===== src/rtl/if_bpu.sv =====
// Fetch PC generator with a PC-indexed 2-bit saturating-counter branch predictor.
// Optional macro JAL_PREDICT_EN: predict JAL as always taken toward its J-immediate target.
module if_bpu #(
  parameter int                 PC_SIZE   = 32,
  parameter int                 BHT_IDX_W = 6,
  parameter logic [PC_SIZE-1:0] RESET_PC  = '0
) (
  input  logic               clk,
  input  logic               rst,
  input  logic               stall,
  input  logic [31:0]        if_inst,
  output logic [PC_SIZE-1:0] pc,
  output logic               take,
  input  logic               predict_fail,
  input  logic [PC_SIZE-1:0] fail_addr,
  input  logic               ex_branch,
  input  logic [PC_SIZE-1:0] ex_pc,
  input  logic               ex_taken,
  output logic [31:0]        branch_cnt,
  output logic [31:0]        miss_cnt
);

  localparam int BHT_N = 2 ** BHT_IDX_W;

  logic [PC_SIZE-1:0] pc_q, pc_d;
  logic [1:0]         bht_q [BHT_N];
  logic [1:0]         bht_d [BHT_N];
  logic [31:0]        branch_cnt_q, branch_cnt_d;
  logic [31:0]        miss_cnt_q, miss_cnt_d;

  logic                 is_bxx;
  logic [PC_SIZE-1:0]   bxx_off;
  logic [PC_SIZE-1:0]   tgt_off;
  logic [BHT_IDX_W-1:0] idx;
  logic [BHT_IDX_W-1:0] uidx;
  logic [1:0]           ctr;
  logic                 take_pred;
`ifdef JAL_PREDICT_EN
  logic                 is_jal;
  logic [PC_SIZE-1:0]   jal_off;
`endif

  logic unused_bits;
  assign unused_bits = ^{if_inst[24:12], ex_pc[PC_SIZE-1:BHT_IDX_W+2], ex_pc[1:0]};

  // Predict from the stored counter only; a same-cycle update is seen next cycle.
  always_comb begin
    is_bxx    = (if_inst[6:0] == 7'b1100011);
    bxx_off   = {{(PC_SIZE-13){if_inst[31]}}, if_inst[31], if_inst[7],
                 if_inst[30:25], if_inst[11:8], 1'b0};
    idx       = pc_q[BHT_IDX_W+1:2];
    ctr       = bht_q[idx];
    take_pred = is_bxx & ctr[1];
    tgt_off   = bxx_off;
`ifdef JAL_PREDICT_EN
    is_jal    = (if_inst[6:0] == 7'b1101111);
    jal_off   = {{(PC_SIZE-21){if_inst[31]}}, if_inst[31], if_inst[19:12],
                 if_inst[20], if_inst[30:21], 1'b0};
    if (is_jal) begin
      take_pred = 1'b1;
      tgt_off   = jal_off;
    end
`endif
    take = take_pred & ~rst;
  end

  always_comb begin
    pc_d = pc_q + PC_SIZE'(4);
    if (predict_fail) begin
      pc_d = fail_addr;
    end else if (stall) begin
      pc_d = pc_q;
    end else if (take) begin
      pc_d = pc_q + tgt_off;
    end
  end

  // Training and statistics run regardless of stall or redirect.
  always_comb begin
    bht_d        = bht_q;
    uidx         = ex_pc[BHT_IDX_W+1:2];
    branch_cnt_d = branch_cnt_q;
    miss_cnt_d   = miss_cnt_q;
    if (ex_branch) begin
      if (ex_taken && bht_q[uidx] != 2'b11) begin
        bht_d[uidx] = bht_q[uidx] + 2'b01;
      end else if (!ex_taken && bht_q[uidx] != 2'b00) begin
        bht_d[uidx] = bht_q[uidx] - 2'b01;
      end
      branch_cnt_d = branch_cnt_q + 32'd1;
      if (predict_fail) begin
        miss_cnt_d = miss_cnt_q + 32'd1;
      end
    end
  end

  always_ff @(posedge clk) begin
    if (rst) begin
      pc_q         <= RESET_PC;
      branch_cnt_q <= '0;
      miss_cnt_q   <= '0;
      for (int i = 0; i < BHT_N; i++) begin
        bht_q[i] <= 2'b01;
      end
    end else begin
      pc_q         <= pc_d;
      branch_cnt_q <= branch_cnt_d;
      miss_cnt_q   <= miss_cnt_d;
      for (int i = 0; i < BHT_N; i++) begin
        bht_q[i] <= bht_d[i];
      end
    end
  end

  assign pc         = pc_q;
  assign branch_cnt = branch_cnt_q;
  assign miss_cnt   = miss_cnt_q;

endmodule

===== config.mk =====
export PLATFORM = sky130hd
export DESIGN_NAME = if_bpu
export DESIGN_NICKNAME = d
export VERILOG_FILES = /design/src/rtl/if_bpu.sv
export SDC_FILE = /design/constraint.sdc
export NUM_CORES = 1
export LEC_CHECK = 0
export ABC_AREA = 1
export CORE_MARGIN = 5
export CORE_UTILIZATION = 50
export CTS_CLUSTER_SIZE = 16
export DETAILED_ROUTE_END_ITERATION = 12
export GPL_TIMING_DRIVEN = 0
export PLACE_DENSITY = 0.75
export SLEW_MARGIN = 30
export SYNTH_ARGS = -nofsm -noshare
export SYNTH_HDL_FRONTEND = slang
export SYNTH_SLANG_ARGS = --single-unit

===== constraint.sdc =====
create_clock -name clk -period 4.5 [get_ports clk]
set_input_delay 0.9 -clock clk [delete_from_list [all_inputs] [get_ports clk]]
set_output_delay 0.9 -clock clk [all_outputs]
set_load 0.005 [all_outputs]

Word-level counts from Yosys, hierarchy flattened
Cells that the tools add are included.
{"block": "totals", "ff_bits": 224, "wordCells": 107}
{"block": "op_classes", "n_reduce_logical": 8, "n_mux": 15, "n_bitwise": 5, "n_eq_ne": 3, "add_sub_neg": 6, "magnitude_cmp": 3}
{"op": "$bwmux W128", "n": 2}
{"op": "$mux W128", "n": 2}
{"op": "$mux W32", "n": 3}
{"op": "$add A32 B1 Y32 const B", "n": 2}
{"op": "$add A32 B3 Y32 const B", "n": 1}
{"op": "$add A32 B32 Y32", "n": 1}
{"op": "$bmux W2 S6", "n": 2}
{"op": "$ge A7 B7 Y1 const B", "n": 2}
{"op": "$not A6 Y7", "n": 2}
{"op": "$demux W2 S6", "n": 1}
{"op": "$mux W2", "n": 5}
{"op": "$eq A7 B7 Y1 const B", "n": 1}
{"op": "$lt A7 B1 Y1 const B", "n": 1}
{"op": "$reduce_and A2 Y1", "n": 2}
{"op": "$reduce_bool A2 Y1", "n": 2}
{"op": "$logic_and A1 B1 Y1", "n": 3}
{"op": "$add A2 B1 Y2 const B", "n": 1}
{"op": "$and A1 B1 Y1", "n": 2}
{"op": "$ne A2 B1 Y1 const B", "n": 1}
{"op": "$ne A2 B2 Y1 const B", "n": 1}
{"op": "$sub A2 B1 Y2 const B", "n": 1}
{"op": "$logic_not A1 Y1", "n": 1}
{"op": "$not A1 Y1", "n": 1}

Longest topological paths before layout
{"block": "logic_depth", "ltp_word": 9, "depth_mapped": 23}

Least setup slack after synthesis
No wires, ideal clock.
{"block": "synth_path", "kind": "input-to-reg", "start": "in ex_pc[3]", "end": "reg bht_q[105] (netlist bit)", "path_slack_ps": 1001, "path_stages": 17, "t_required_ps": 4381, "setup_time_ps": 119, "t_arrival_ps": 3379, "cell_sequence": "inv_2 -> nand3_1 -> buf_2 -> o2111ai_1 -> nand2_1 -> nand2_1 -> nor2_1 -> nand2_1 -> buf_2 -> inv_1 -> ha_1 -> xnor2_1 -> inv_1 -> clkbuf_1 -> clkbuf_1 -> o21ai_0 -> a21oi_1"}
{"block": "synth_via", "elab_chain_cells": 8, "elab_cells_between_ends": 21, "cone_classes": "2 x add/sub; 2 x order compare; 1 x eq/ne; 9 x mux; 1 x bitwise; 6 x reduce/logical"}
{"item": "start, declared", "line": "17", "source": "input logic [PC_SIZE-1:0] ex_pc,"}
{"item": "$not A6 Y7 (implied by the code) *"}
{"item": "$bmux W2 S6, or another cell as far along"}
{"item": "$mux W2 (implied by the code) / $logic_and A1 B1 Y1 (equally long branches)"}
{"item": "$mux W2 (on tied branches)"}
{"item": "$sub A2 B1 Y2, or another cell as far along", "line": "88", "source": "bht_d[uidx] = bht_q[uidx] - 2'b01;"}
{"item": "$bwmux W128, or another cell as far along", "line": "88"}
{"item": "$mux W128 / $reduce_bool A2 Y1 (equally long branches)"}
{"item": "$mux W128 / $reduce_and A2 Y1 (equally long branches)"}
{"item": "end signal, assigned by index", "line": "110", "source": "bht_q[i] <= bht_d[i];"}
{"item": "end, declared", "line": "26", "source": "logic [1:0] bht_q [BHT_N];"}
Mark *: on every way between the ends. The rest lies on a longest branch, timed or not. The select of a mux whose other input is x is not followed.
A chain may end at the register's enable or synchronous reset.

==> summary.md <==
| Metric | Value |
|---|---|
| Yosys warning total | 0 |
| Cell Pwr Density | 293.3 mW/mm^2 |
| Worst-path maximum fanout | 10 |
| Dpl ws | -1.260 ns |
| Comb pwr share | 0.148 |
| Die W | 177.3 um |
| Fin Hold WS | 0.4617 ns |
| Setup slack, reg-to-reg | 1.02 ns |
| Die area | 0.03144 mm^2 |
| Period minus WS final | 4.379 ns |
| Fin worst setup slack | 0.1208 ns |
| Final Hold Fails | 0 |
| CTS tree | built |
| Slew headroom | 0.3286 |
| Top FF cell, synth | dfxtp_1 |
| Ports | 199 |
| Max-cap violations | 0 |
| CTS HTree Levels | 1 |
| Share of the synthesized area in the top cell type | 0.3203 |
| Starting Density | 0.5053 |
| Skew final | 0.02022 ns |
| GR Util All Layers | 0.3310 |
| First-pass GRT wire length | 82410 um |
| Largest net degree at the start of global routing | 21 |
| Number of global-route vias before repair | 15300 |
| WL/cell | 19.01 um |
| Slowest CP cell | a221oi_1 |
| Initial DRT Pass Iterations | 5 |
| Hpwl dp | 39660 um |
| Syn Std Cell Area | 0.01400 mm^2 |
| Crit path cell chain | dlymetal6s2s_1, inv_2, nand3_2, buf_4, inv_1, a221oi_1, nand4_1, nand2_1, nand2_1, nor2_1, nand3_1, ha_1, inv_1, nand2_1, a21oi_1, inv_1, nor2_1, clkinvlp_4, buf_12, nor2_1, inv_1, a21oi_1, nand2_1 |
| Area growth syn-to-layout | 22.48% |
| Max Clk Rate | 228.4 MHz |
| Avg Inst Size Synth | 6.230 um^2 |
| Final WL | 53870 um |
| Worst-path clk slew | 0.06 ns |
| Crit end category | register |
| Cells after DPL | 2782 |
| Final Non-Filler Cells | 2834 |
| Share of cells above drive strength 1 | 0.05295 |
| I/O Buffers | 157 |
| Hold buffers post-CTS | 0 |
| Clock Sinks | 224 |
| Pint | 3577 uW |
| Final setup vio count | 0 |
| Filler Cell Count | 2700 |
| Core Footprint | 0.02771 mm^2 |
| Clock Tree Root | clkbuf_16 |
| Worst-Skew Late Latency | 0.55 ns |
| Site Rows | 61 |
| Clock network power share | 0.442 |
| Post-route ant nets | 0 |
| Placed Area | 0.01605 mm^2 |
| Setup CP Type | primary input to register |
| Initial antenna violation count | 1 |
| Syn Nets | 2385 |
| Tcrit/Tclk final | 0.9732 |
| Fraction of registers with async set/reset | 0 |
| Commonest cells post-synth | nand2_1 (567), inv_1 (333), nor2_1 (249), a21oi_1 (233), dfxtp_1 (224) |
| Worst setup SP type | primary input |
| Cell count after synthesis | 2247 |
| Status | finished clean |
| Net load switching power | 1452 uW |
| Worst min path class | register to register |
| Layout Nets | 2573 |
| Required @ worst endpoint | 4.92 ns |
| Total CTS buffers | 26 |
| Detailed-route DRC error count | 0 |
| FF+latch count, synth | 224 |
| HP Start | branch_cnt[31]$_SDFFE_PP0P_ |
| Reg2reg path depth | 19 |
| Post-synth cell types | 56 |
| Hold path depth | 2 |
| Die Y | 177.3 um |
| VDD IR max | 261.2 uV |
| Number of enable flip-flop cells after synthesis | 0 |
| Most common cell in the netlist | nand2_1 |
| Post-synthesis sequential area ratio | 0.3203 |
| Reg power frac | 0.410 |
| RePlAce Congestion | 1.006 |
| Fin area | 0.01715 mm^2 |
| Routed vias | 16120 |
| CP arrival | 4.80 ns |
| Max incr delay on CP | 0.31 ns |
| Global route overflow | 0 |
| Slew Limit Fails | 0 |
| Total power | 5029 uW |
| Leakage | 0.006643 uW |
| Largest area contributor in the netlist | dfxtp_1 |
| CTS Buffer Depth | 3 |
| Top cells by area, synth | dfxtp_1 (32%), nand2_1 (15%), inv_1 (8.9%) |
| Via/cell ratio | 5.687 |
| Sw Ratio | 0.2887 |
| DRT iter0 DRCs | 2015 |
| Worst slew pin tran | 1.007 ns |
| WHS Endpoint | branch_cnt[31]$_SDFFE_PP0P_ |
-- power groups by stage --
stage	Sequential [uW]	Clock, uW	Combinational (uW)
6_report	2060	2220	744
5_1_grt	2060	2300	809
4_1_cts	2060	2220	720
3_5_place_dp	2100	0	705
3_3_place_gp	2100	0	698
2_1_floorplan	2080	0	421
-- per-layer routing --
metal | part of all wire | wire length (um) | GRT usage | vias to the layer above
met4 | 0.039 | 2116 | 0.1244 | 0
li1 | - | - | - | 7679
met1 | 0.42 | 22480 | 0.4489 | 7428
met3 | 0.11 | 6143 | 0.07307 | 153
met5 | 0 | 0 | 0 | -
met2 | 0.43 | 23120 | 0.5179 | 856
-- worst max-delay path by stage --
stage	from	end	slack [ns]	cells past startpoint
CTS	ex_pc[4]	bht_q[23]$_SDFFE_PP0P_	0.002	23
global route	ex_pc[2]	register	-0.02	22
floorplan	ex_pc[3]	bht_q[105]$_SDFFE_PP0P_	1.00	17
detailed placement	ex_pc[4]	bht_q[123]$_SDFFE_PP0P_	-1.26	18
global placement	ex_pc[4]	bht_q[123]$_SDFFE_PP0P_	-1.28	18
finish	ex_pc[4]	register	0.12	23
-- worst max-delay path: cells and delay by family --
family / cells / cell delay (ns)
AO/OA/AOI/OAI: 3 / 0.63
buffers and inverters: 9 / 1.46
adder cells (fa/ha/maj): 1 / 0.23
AND/OR/NAND/NOR: 10 / 1.57
-- cell families (layout without fill, tap and decap cells) --
group | after synthesis | count (layout) | share of synthesized area
other cells | 0 | 1 | 0
compound gates | 460 | 460 | 0.1815
simple gates | 1059 | 1059 | 0.3149
xor+xnor | 55 | 55 | 0.03441
buf+inv | 413 | 621 | 0.1161
flops | 224 | 224 | 0.3203
fa+ha+maj | 36 | 36 | 0.03271
-- placed cells by master, fill, tap and decap left out, types with 5 or more instances in the layout --
cell type,n
a211oi_1,9
a21oi_1,233
a22o_1,7
buf_2,11
buf_4,14
buf_6,5
clkbuf_1,40
clkbuf_16,26
clkdlybuf4s50_1,154
clkinv_2,7
clkinvlp_4,5
dfxtp_1,224
ha_1,35
inv_1,326
inv_2,12
nand2_1,567
nand3_1,115
nand4_1,37
nor2_1,240
nor2_2,14
nor3_1,48
nor4_1,11
o211ai_1,6
o21a_1,5
o21ai_0,123
o21bai_1,9
o221ai_1,7
o22ai_1,35
xnor2_1,11
xor2_1,43
-- repair_timing --
action,CTS,global route
buffers inserted,2,1
gates resized for setup,30,16
setup endpoints to repair,128,129
-- metrics by stage --
stage	setup TNS, ns	utilization
floorplan	0	-
global placement	-107.84	0.5791
detailed placement	-114.04	0.5794
CTS	0	0.6164
global route	-0.05508	0.6188
finish	0	0.6188
-- final cells by class --
cell class / instances / area [um^2] / area share
Timing Repair Buffer: 160 / 1627 / 0.09487
Antenna cell: 1 / 2.502 / 0.0001460
Multi-Input combinational cell: 1610 / 8005 / 0.4669
Tap cell: 378 / 473.0 / 0.02759
Buffer: 71 / 370.4 / 0.02160
Inverter: 342 / 1294 / 0.07546
Clock inverter: 15 / 172.7 / 0.01007
Clock buffer: 33 / 716.9 / 0.04182
Sequential cell: 224 / 4484 / 0.2615
Power figures use the tool's default switching activity.
